### src/rtl/marcador_bcd.sv
// marcador_bcd: debounced push-button score counter 00..99 with registered active-low 7-seg digits; `BLANK_LEADING_ZERO_EN blanks a zero tens digit.
// Latency: Score moves DEBOUNCE_CYCLES+2 edges after Button rises, segments one edge later; no backpressure, Clear wins over a coincident press.
module marcador_bcd #(
   parameter int DEBOUNCE_CYCLES = 250000
) (
   input  logic       Clock,
   input  logic       Reset,
   input  logic       Button,
   input  logic       Clear,
   output logic [6:0] display0,
   output logic [6:0] display2,
   output logic [7:0] Score,
   output logic       Overflow
);

   localparam logic [17:0] CNT_LAST = 18'(DEBOUNCE_CYCLES - 1);

   logic        sync1;
   logic        sync2;
   logic        stable;
   logic [17:0] cnt;
   logic [3:0]  units;
   logic [3:0]  tens;
   logic        press;

   function automatic logic [6:0] seg7(input logic [3:0] d);
      case (d)
         4'd0:    seg7 = 7'b0000001;
         4'd1:    seg7 = 7'b1001111;
         4'd2:    seg7 = 7'b0010010;
         4'd3:    seg7 = 7'b0000110;
         4'd4:    seg7 = 7'b1001100;
         4'd5:    seg7 = 7'b0100100;
         4'd6:    seg7 = 7'b0100000;
         4'd7:    seg7 = 7'b0001111;
         4'd8:    seg7 = 7'b0000000;
         4'd9:    seg7 = 7'b0000100;
         default: seg7 = 7'b1111111;
      endcase
   endfunction

   always_ff @(posedge Clock) begin
      if (Reset) begin
         sync1 <= 1'b0;
         sync2 <= 1'b0;
      end else begin
         sync1 <= Button;
         sync2 <= sync1;
      end
   end

   // Any return of sync2 to the accepted level restarts the persistence count.
   always_ff @(posedge Clock) begin
      if (Reset) begin
         stable <= 1'b0;
         cnt    <= '0;
      end else if (sync2 == stable) begin
         cnt    <= '0;
      end else if (cnt == CNT_LAST) begin
         stable <= sync2;
         cnt    <= '0;
      end else begin
         cnt    <= cnt + 18'd1;
      end
   end

   // Increment on the same edge that accepts a low-to-high change.
   assign press = sync2 & ~stable & (cnt == CNT_LAST);

   always_ff @(posedge Clock) begin
      if (Reset) begin
         units    <= 4'd0;
         tens     <= 4'd0;
         Overflow <= 1'b0;
      end else if (Clear) begin
         units    <= 4'd0;
         tens     <= 4'd0;
         Overflow <= 1'b0;
      end else begin
         Overflow <= 1'b0;
         if (press) begin
            if (units == 4'd9) begin
               units <= 4'd0;
               if (tens == 4'd9) begin
                  tens     <= 4'd0;
                  Overflow <= 1'b1;
               end else begin
                  tens <= tens + 4'd1;
               end
            end else begin
               units <= units + 4'd1;
            end
         end
      end
   end

   assign Score = {tens, units};

   always_ff @(posedge Clock) begin
      if (Reset) begin
         display0 <= 7'b0000001;
`ifdef BLANK_LEADING_ZERO_EN
         display2 <= 7'b1111111;
`else
         display2 <= 7'b0000001;
`endif
      end else begin
         display0 <= seg7(units);
`ifdef BLANK_LEADING_ZERO_EN
         display2 <= (tens == 4'd0) ? 7'b1111111 : seg7(tens);
`else
         display2 <= seg7(tens);
`endif
      end
   end

endmodule

### config.mk
export PLATFORM = sky130hd
export DESIGN_NAME = marcador_bcd
export DESIGN_NICKNAME = d
export VERILOG_FILES = /design/src/rtl/marcador_bcd.sv
export SDC_FILE = /design/constraint.sdc
export NUM_CORES = 1
export LEC_CHECK = 0
export CORE_MARGIN = 2
export CORE_UTILIZATION = 32
export CTS_CLUSTER_SIZE = 24
export DETAILED_ROUTE_END_ITERATION = 10
export SLEW_MARGIN = 20
export SYNTH_ARGS = -nofsm -noshare
export SYNTH_HDL_FRONTEND = slang
export SYNTH_SLANG_ARGS = --single-unit
### constraint.sdc
create_clock -name Clock -period 2.95 [get_ports Clock]
set_input_delay 0.4425 -clock Clock [delete_from_list [all_inputs] [get_ports Clock]]
set_output_delay 0.4425 -clock Clock [all_outputs]
set_load 0.02 [all_outputs]
======== Word level (Yosys, flattened, before mapping) ========
Memory sizes are Yosys's and may differ from the RTL's. A register that Yosys moved wholly into a read port is not among the register bits.
Index checks and enable logic that the tools add are counted.
operators by class
  add/sub/neg operators ................... 3
  multipliers ............................. 0
  div/mod/pow operators ................... 0
  $lt $le $gt $ge ......................... 0
  equal/unequal tests ..................... 4
  shift operators ......................... 0
  muxes and demuxes ....................... 3
  bitwise logic cells ..................... 6
  reduce and logical (&&, ||, !) cells .... 5
operators with widths
  operator               number
  $add 18x1->18 const B  1
  $eq 18x18->1 const B   1
  $add 4x1->4 const B    2
  $eq 4x4->1 const B     2
  $mux 4                 2
  $not 1->1              4
  $reduce_and 2->1       2
  $reduce_or 4->1        1
  $reduce_or 3->1        1
  $and 1x1->1            2
  $reduce_or 2->1        1
  $eq 1x1->1             1
  $mux 1                 1
word-level totals
  flip-flop bits (word level) ............. 30
  latch bits .............................. 0
  bits in writable memories ............... 0
  ROM bits ................................ 224
  input port bits ......................... 4
  memories ................................ 2
memory list
  name              words  bits a word  rd ports  clocked after Yosys merged registers in  write ports  RTL line  RTL
  (name not given)  16     7            1         1                                        0            27        case (d)
  (name not given)  16     7            1         1                                        0            27

======== Depth between registers and ports, before layout ========
Gate-level depths: netlist of run 1.
  word-level depth ........................ 5
  depth in mapped cells ................... 7
  gate-level depth less buffers ........... 6

======== Least setup slack after synthesis of run 1 ========
Ideal clock, no wire load.
  kind .................................... register -> register
  from .................................... register cnt[6]
  to ...................................... register tens[3]
  data arrival time ....................... 2053 ps
  setup slack ............................. 827 ps
  cell stages (with the launch flop) ...... 6
  period minus slack after synthesis ...... 2123 ps
  path through ............................ dfxtp_1 > or4_1 > or4_4 > buf_6 > or4_1 > a21oi_1
between the ends
  longest elaborated chain between the ends .. 3
RTL lines
  what                        RTL line  RTL
  start, declared             21        logic [17:0] cnt;
  start signal, assigned      63        cnt <= cnt + 18'd1;
  $eq 18x18->1                68        assign press = sync2 & ~stable & (cnt == CNT_LAST);
  $and 1x1->1                 68
  $reduce_and 2->1 (no line)  -
  end signal, assigned        88        tens <= tens + 4'd1;
  end, declared               23        logic [3:0] tens;
No other way between the ends.
A chain may end at the register's enable or synchronous reset.

======== Worst setup path after layout of run 1 ========
  from .................................... register cnt[6]
  to ...................................... register units[1]
between the ends
  longest elaborated chain between the ends .. 2
RTL lines
  what                  RTL line  RTL
  $eq 18x18->1          68
  $and 1x1->1           68
  end signal, assigned  91        units <= units + 4'd1;
  end, declared         22        logic [3:0] units;
No other way between the ends.

==> impl_metrics.env, run 1 <==
export IMPL_switching_share=0.208
export IMPL_synthAdderAreaFrac=0.0729
export IMPL_hold_viol=0
export IMPL_synth_simple_area_share=0.246
export IMPL_crit_path_cell_trace="or4_1 -> or4_4 -> or4b_1 -> a21oi_1"
export IMPL_clk_pin_slew_ns=0.09
export IMPL_power_density_mw_per_mm2=404
export IMPL_clkSinkCount=44
export IMPL_worst_path_dominant_cell_family="simple AND/OR/NAND/NOR gates"
export IMPL_status="finished clean"
export IMPL_drt_iter0_drc=60
export IMPL_fin_skew_ns=0.0122
export IMPL_path_max_fanout=20
export IMPL_rr_startpoint="cnt[6]"
export IMPL_critical_path_depth=4
export IMPL_setup_slack_ns=0.717
export IMPL_setup_viol=0
export IMPL_min_period_ns=2.23
export IMPL_ant_nets=0
export IMPL_synthFlopType="dfxtp_1"
export IMPL_synthesis_area_mm2=0.00206
export IMPL_synth_area_per_cell_um2=8.61
export IMPL_layout_drive_gt1_share=0.0566
export IMPL_fin_util=0.395
export IMPL_layout_commonest_cell="dfxtp_1"
export IMPL_crit_arrival_ns=2.46
export IMPL_grt_usage=0.110
export IMPL_p_sw_uw=208
export IMPL_start_kind="flip-flop"
export IMPL_nNetsFinal=280
export IMPL_insertion_delay_ns=0.29
export IMPL_period_share=0.757
export IMPL_fin_setup_tns_ns=0
export IMPL_grt_overflow=0
export IMPL_synth_compound_area_share=0.137
export IMPL_antenna_found_initial=0
export IMPL_grt_pass1_vias=1434
export IMPL_mostFrequentLayoutCells="dfxtp_1 (44), nor2_1 (32), clkdlybuf4s50_1 (26)"
export IMPL_dieArea_mm2=0.00709
export IMPL_cts_hold_fix_buffers=0
export IMPL_stdcell_count=342
export IMPL_reg2reg_depth=4
export IMPL_gp_congestion=0.792
export IMPL_synthMuxAreaShare=0.00973
export IMPL_hold_path_class="reg -> reg"
export IMPL_dp_cells=334
export IMPL_clock_power_share=0.387
export IMPL_worstMarginPinSlew_ns=0.489
export IMPL_critPathBufInv=0
export IMPL_fmax_mhz=448
export IMPL_final_max_slew_viol_count=0
export IMPL_p_leak_nw=0.787
export IMPL_grt_pass1_wl_um=6510
export IMPL_io_buffers=26
export IMPL_ys_warnings_count=0
export IMPL_drv_cap=0
export IMPL_ys_seq_area_frac=0.428
export IMPL_area_growth_pct=20.5
export IMPL_ctsHtreeMaxLevel=2
export IMPL_drt_first_pass_iters=4
export IMPL_syn_instance_count=239
export IMPL_grt_max_degree=21
export IMPL_synth_seq_cells=44
export IMPL_pre_cts_ws_ns=0.723
export IMPL_post_cts_buffers=0
export IMPL_p_int_uw=793
export IMPL_core_area_mm2=0.00628
export IMPL_holdCritStartpoint="sync1"
export IMPL_synth_top_family_by_area="simple AND/OR/NAND/NOR gates"
export IMPL_route_detailed_drc=0
export IMPL_fp_dieW_um=84.2
export IMPL_p_comb_frac=0.018
export IMPL_ctsResizeCount=0
export IMPL_synth_edf_count=0
export IMPL_path_class="reg -> reg"
export IMPL_hold_path_depth=1
export IMPL_slowest_delay_ns=0.61
export IMPL_end_kind="flip-flop"
export IMPL_fill_cells=626
export IMPL_cts_tree="yes"
export IMPL_clockBufferDepth=2
export IMPL_cts_root_buf="clkbuf_8"
export IMPL_p_total_mw=1.00
export IMPL_viasPerCell=4.93
export IMPL_vias=1685
export IMPL_max_slew_margin=0.674
export IMPL_diodes=0
export IMPL_routed_wl_um=3880
export IMPL_fp_row_count=29
export IMPL_ios=27
export IMPL_irDropWorstVdd_v=0.000242
export IMPL_p_seq_frac=0.595
export IMPL_initial_core_util=0.328
export IMPL_grt_setup_unrepaired="false"
export IMPL_cts_buffers=5
export IMPL_synth_xor_area_frac=0.0638
export IMPL_worstPathRequired_ns=3.18
export IMPL_die_h_um=84.2
export IMPL_wire_per_inst_um=11.3
export IMPL_slowest_stage="or4_4"
export IMPL_synthArstFlopShare=0
export IMPL_syn_nets=255
export IMPL_timing_critical_path_from="cnt[6]"
export IMPL_dp_hpwl_um=2760
export IMPL_ys_types=37
area by class of cell:
type | instances | area, um2 | share of cell area
repair buffers | 29 | 283 | 0.114
multi-input cells | 174 | 1090 | 0.439
well taps | 77 | 96.3 | 0.0388
clock buffers | 7 | 86.3 | 0.0348
flip-flops and latches | 44 | 881 | 0.355
inverters | 10 | 37.5 | 0.0151
clock inverters | 1 | 7.51 | 0.00303
flip-flops by register name, indices dropped and copies added, names as in the netlist:
register / cells
display0: 7
tens: 4
sync2: 1
display2: 7
Overflow: 1
units: 4
sync1: 1
cnt: 18
stable: 1
cells by family after synthesis:
| group | after synthesis |
|---|---|
| DFF | 44 |
| AOI/OAI and AO/OA | 48 |
| adders and majority gates | 12 |
| and+or+nand+nor | 97 |
| xor gates and xnor gates | 15 |
| muxes | 2 |
| buffers and inverters | 21 |
per-stage QoR:
| step | cell area [um2] | hold WS [ns] |
|---|---|---|
| after floorplan | 2060 | 0.414 |
| after global placement | 2390 | 0.424 |
| after detailed placement | 2390 | 0.428 |
| after CTS | 2480 | 0.444 |
| after global routing | 2480 | 0.447 |
| final | 2480 | 0.439 |
cells in the mapped netlist, types with 4 or more instances:
cell      instances  area (um2)
a21oi_1          24         120
clkbuf_1          7        26.3
dfxtp_1          44         881
ha_1             12         150
inv_1            10        37.5
nand2_1          13        48.8
nand3_1          10        50.1
nand4_1           6        37.5
nor2_1           32         120
nor2b_1           4        25.0
nor4_1            7        43.8
o21a_1            4        30.0
o21ai_0          11        55.1
or3_1             4        25.0
or4_1             4        30.0
xnor2_1          13         114
power groups by stage:
stage / registers, mW / clock network, mW / logic (mW)
final: 0.596 / 0.388 / 0.0182
after global routing: 0.596 / 0.432 / 0.0203
after CTS: 0.596 / 0.400 / 0.0186
after detailed placement: 0.610 / 0 / 0.0185
after global placement: 0.610 / 0 / 0.0184
after floorplan: 0.610 / 0 / 0.00995
worst paths after layout:
kind	to	slack, ns
setup / recovery	units[1]	0.72
hold / removal	sync2	0.44
hold reg to reg	sync2	0.44
setup reg to reg	units[1]	0.72
metal layers:
| layer | vias to the layer above | wire length, um | track usage |
|---|---|---|---|
| li1 | 889 | - | - |
| met4 | 0 | 35 | 0.0323 |
| met3 | 5 | 170 | 0.0305 |
| met1 | 760 | 1890 | 0.142 |
| met2 | 31 | 1780 | 0.178 |
| met5 | - | 0 | 0 |
worst reg2reg max path, cell delays in order (launching register included):
cell and delay, ns:
dfxtp_1 0.33, or4_1 0.53, or4_4 0.61, or4b_1 0.55, a21oi_1 0.15
No activity file was read; power rests on OpenSTA's default activity.
==> run 2: changes to the inputs <==
- clock period: 2.95 -> 2 ns (I/O delays scaled with it)
==> impl_metrics.env, run 2 (synthesis results as in run 1) <==
export IMPL_status="finished with violations"
export IMPL_violations="negative setup slack"
export IMPL_grt_setup_unrepaired="true"
export IMPL_setup_viol=25
export IMPL_cts_root_buf="clkbuf_8"
export IMPL_clockBufferDepth=2
export IMPL_reg_top3="cnt x18, display0 x7, display2 x7"
export IMPL_holdCritStartpoint="sync1"
export IMPL_grt_pass1_wl_um=7560
export IMPL_layout_commonest_cell="dfxtp_1"
export IMPL_p_seq_frac=0.559
export IMPL_gp_congestion=0.847
export IMPL_insertion_delay_ns=0.30
export IMPL_min_period_ns=2.13
export IMPL_fin_skew_ns=0.0121
export IMPL_switching_share=0.197
export IMPL_rr_startpoint="cnt[9]"
export IMPL_start_kind="flip-flop"
export IMPL_grt_max_degree=18
export IMPL_die_h_um=84.2
export IMPL_worstMarginPinSlew_ns=0.335
export IMPL_p_leak_nw=0.928
export IMPL_worstPathRequired_ns=2.23
export IMPL_fp_row_count=29
export IMPL_core_area_mm2=0.00628
export IMPL_timing_critical_path_from="cnt[9]"
export IMPL_grt_pass1_vias=1711
export IMPL_hold_viol=0
export IMPL_max_slew_margin=0.775
export IMPL_end_kind="flip-flop"
export IMPL_setup_slack_ns=-0.130
export IMPL_initial_core_util=0.328
export IMPL_dieArea_mm2=0.00709
export IMPL_nNetsFinal=303
export IMPL_period_share=1.06
export IMPL_cts_tree="yes"
export IMPL_pre_cts_ws_ns=-0.181
export IMPL_io_buffers=26
export IMPL_ctsHtreeMaxLevel=2
export IMPL_p_sw_uw=310
export IMPL_drt_iter0_drc=40
export IMPL_path_class="reg -> reg"
export IMPL_clk_pin_slew_ns=0.08
export IMPL_route_detailed_drc=0
export IMPL_grt_overflow=0
export IMPL_vias=1781
export IMPL_holdWs_ns=0.442
export IMPL_mostFrequentLayoutCells="dfxtp_1 (41), nor2_1 (32), clkdlybuf4s50_1 (26)"
export IMPL_dpl_cell_area_mm2=0.00256
export IMPL_final_max_slew_viol_count=0
export IMPL_top_register="cnt"
export IMPL_antenna_found_initial=0
export IMPL_crit_arrival_ns=2.36
export IMPL_final_cell_area_mm2=0.00273
export IMPL_wire_per_inst_um=11.7
export IMPL_cts_buffers=5
export IMPL_fp_dieW_um=84.2
export IMPL_viasPerCell=4.88
export IMPL_layout_drive_gt1_share=0.156
export IMPL_p_total_mw=1.57
export IMPL_diodes=0
export IMPL_p_comb_frac=0.020
export IMPL_largest_reg_flops=18
export IMPL_clock_power_share=0.421
export IMPL_ios=27
export IMPL_dp_hpwl_um=3010
export IMPL_cts_hold_fix_buffers=0
export IMPL_routed_wl_um=4260
export IMPL_fmax_mhz=469
export IMPL_grt_usage=0.128
export IMPL_clkSinkCount=44
export IMPL_drt_first_pass_iters=4
export IMPL_drv_cap=0
export IMPL_irDropWorstVdd_v=0.000415
export IMPL_p_int_mw=1.26
export IMPL_hold_path_class="reg -> reg"
export IMPL_fin_util=0.434
export IMPL_ant_nets=0
export IMPL_power_density_mw_per_mm2=577
export IMPL_path_max_fanout=7
export IMPL_area_growth_pct=32.5
## run 2: path summary, 6_finish.rpt
| check | to | slack, ns | cells after the start |
|---|---|---|---|
| setup / recovery | tens[3] | -0.13 | 5 |
| hold / removal | sync2 | 0.44 | 1 |
| setup reg to reg | tens[3] | -0.13 | 5 |
| hold reg to reg | sync2 | 0.44 | 1 |
## run 2: critical path, stage by stage, from the launching register on
cell	delay, ns
dfxtp_2	0.32
or4_4	0.53
or4_4	0.54
buf_12	0.16
or4_4	0.40
a21oi_1	0.12
## run 2: stage by stage
stage	setup TNS (ns)	cells
6_report	-1.08	365
5_1_grt	-2.64	365
4_1_cts	-1.15	365
3_5_place_dp	-1.13	353
3_3_place_gp	-0.882	353
2_1_floorplan	-0.951	239
## run 2: layer usage
| metal | routed length, um | share of wire | GRT usage | vias to the layer above |
|---|---|---|---|---|
| met5 | 0 | 0 | 0 | - |
| met1 | 2040 | 0.48 | 0.159 | 809 |
| li1 | - | - | - | 931 |
| met2 | 1990 | 0.47 | 0.214 | 36 |
| met3 | 183 | 0.043 | 0.0344 | 5 |
| met4 | 51 | 0.012 | 0.0440 | 0 |
## run 2: power by group through the flow
stage | Clock (mW) | Combinational (mW) | Sequential, mW
after floorplan | 0 | 0.0150 | 0.899
after global placement | 0 | 0.0306 | 0.899
after detailed placement | 0 | 0.0307 | 0.899
after CTS | 0.693 | 0.0315 | 0.879
after global routing | 0.735 | 0.0350 | 0.879
final | 0.663 | 0.0311 | 0.879
## run 2: repair_timing
item                       CTS  global route
pin swaps                    5             2
setup buffers                3             0
resized for setup            4             4
setup endpoints to repair    9            27
gates cloned                 1             0
hold endpoints to repair     0             0
## run 2: cell type report
type,instances,area (um2)
timing repair buffer,51,473
clock inverter,2,35.0
clock buffer,6,72.6
inverter,10,37.5
sequential,44,885
fill,635,3550
multi-input combinational,175,1130
tap,77,96.3
==> run 3: changes to the inputs <==
- TNS_END_PERCENT: not set -> 50
==> impl_metrics.env, run 3 (synthesis results as in run 1) <==
export IMPL_diodes=0
export IMPL_worstPathRequired_ns=2.23
export IMPL_clockBufferDepth=2
export IMPL_reg_top3="cnt x18, display0 x7, display2 x7"
export IMPL_clkSinkCount=44
export IMPL_insertion_delay_ns=0.30
export IMPL_crit_path_cell_trace="or4_4 -> or4_4 -> buf_6 -> or4_1 -> a21oi_1"
export IMPL_setup_viol=9
export IMPL_cts_tree="yes"
export IMPL_hold_viol=0
export IMPL_setup_slack_ns=-0.129
export IMPL_path_class="reg -> reg"
export IMPL_area_growth_pct=33.4
export IMPL_p_leak_nw=0.942
export IMPL_path_max_fanout=8
export IMPL_final_seq_area_um2=883
export IMPL_cts_root_buf="clkbuf_8"
export IMPL_core_area_mm2=0.00628
export IMPL_grt_setup_unrepaired="true"
export IMPL_holdWs_ns=0.441
export IMPL_clk_pin_slew_ns=0.09
export IMPL_dieArea_mm2=0.00709
export IMPL_wire_per_inst_um=11.9
export IMPL_grt_usage=0.133
export IMPL_worstMarginPinSlew_ns=0.337
export IMPL_die_h_um=84.2
export IMPL_grt_pass1_wl_um=7800
export IMPL_largest_reg_flops=18
export IMPL_gp_congestion=0.858
export IMPL_top_register="cnt"
export IMPL_drt_first_pass_iters=4
export IMPL_max_slew_margin=0.773
export IMPL_dp_hpwl_um=3030
export IMPL_vias=1819
export IMPL_min_period_ns=2.13
export IMPL_fp_dieW_um=84.2
export IMPL_routed_wl_um=4370
export IMPL_violations="negative setup slack"
export IMPL_fin_skew_ns=0.0144
export IMPL_slowest_stage="or4_4"
export IMPL_route_detailed_drc=0
export IMPL_fp_row_count=29
export IMPL_final_cell_area_mm2=0.00275
export IMPL_ant_nets=0
export IMPL_slowest_delay_ns=0.54
export IMPL_multiInputGateArea_mm2=0.00112
export IMPL_mostFrequentLayoutCells="dfxtp_1 (42), nor2_1 (32), clkdlybuf4s50_1 (26), buf_4 (26), a21oi_1 (23)"
export IMPL_nNetsFinal=306
export IMPL_period_share=1.06
export IMPL_drv_cap=0
export IMPL_cts_buffers=5
export IMPL_fmax_mhz=470
export IMPL_io_buffers=26
export IMPL_grt_overflow=0
export IMPL_layout_commonest_cell="dfxtp_1"
export IMPL_viasPerCell=4.94
export IMPL_irDropWorstVdd_v=0.000261
export IMPL_power_density_mw_per_mm2=594
export IMPL_fill_cells=623
export IMPL_grt_max_degree=18
export IMPL_grt_pass1_vias=1719
export IMPL_antenna_found_initial=0
export IMPL_crit_path_frequent_cell="or4_4"
export IMPL_ctsHtreeMaxLevel=2
export IMPL_final_max_slew_viol_count=0
export IMPL_status="finished with violations"
export IMPL_dpl_cell_area_mm2=0.00256
export IMPL_ios=27
export IMPL_initial_core_util=0.328
export IMPL_end_kind="flip-flop"
export IMPL_crit_arrival_ns=2.36
export IMPL_fin_setup_tns_ns=-0.679
export IMPL_fin_util=0.437
export IMPL_hold_path_class="reg -> reg"
export IMPL_layout_drive_gt1_share=0.162
export IMPL_p_total_mw=1.63
export IMPL_drt_iter0_drc=117
export IMPL_start_kind="flip-flop"
[run 3: cell count changes in the layout (fill, tap and decap cells not counted), sizes merged]
cell	previous run	this run
buf	25	28
[run 3: what timing repair did]
item | CTS | global route
resized for setup | 3 | 4
pin swaps | 12 | 1
setup endpoints to repair | 10 | 24
buffers inserted | 4 | 0
hold buffers | 0 | 0
cloned | 1 | 0
[run 3: layout make-up]
class                      instances  area share
tap                               77      0.0351
clock buffer                       6      0.0301
timing repair buffer              54       0.177
clock inverter                     2      0.0141
multi-input combinational        175       0.408
sequential                        44       0.322
inverter                          10      0.0137
[run 3: worst paths after layout]
kind / from / endpoint / slack [ns] / cells after the start
worst max register to register: cnt[13] / tens[3] / -0.13 / 5
worst min-delay path: sync1 / sync2 / 0.44 / 1
worst min register to register: sync1 / sync2 / 0.44 / 1
worst max-delay path: cnt[13] / tens[3] / -0.13 / 5
[run 3: routing by layer]
layer / wire length [um] / vias to the layer above / GRT usage
met5: 0 / - / 0
li1: - / 944 / -
met3: 190 / 2 / 0.0354
met1: 2030 / 837 / 0.162
met2: 2130 / 36 / 0.234
met4: 19 / 0 / 0.0279
[run 3: power breakdown]
group,switching (mW),internal [mW],leakage [nW]
clock,0.312,0.409,0.0614
combinational,0.0162,0.0148,0.525
sequential,0.00102,0.878,0.356
total,0.329,1.30,0.942
[run 3: critical path: cells and delay by family (launching register included)]
family / cells / cell delay (ns)
AO/OA/AOI/OAI: 1 / 0.12
buffers and inverters: 1 / 0.16
AND/OR/NAND/NOR: 3 / 1.46
flip-flops: 1 / 0.33
[run 3: per-stage QoR]
step	setup WS (ns)	cells
floorplan	-0.106	239
global placement	-0.162	355
detailed placement	-0.203	355
CTS	-0.133	368
global route	-0.177	368
finish	-0.129	368
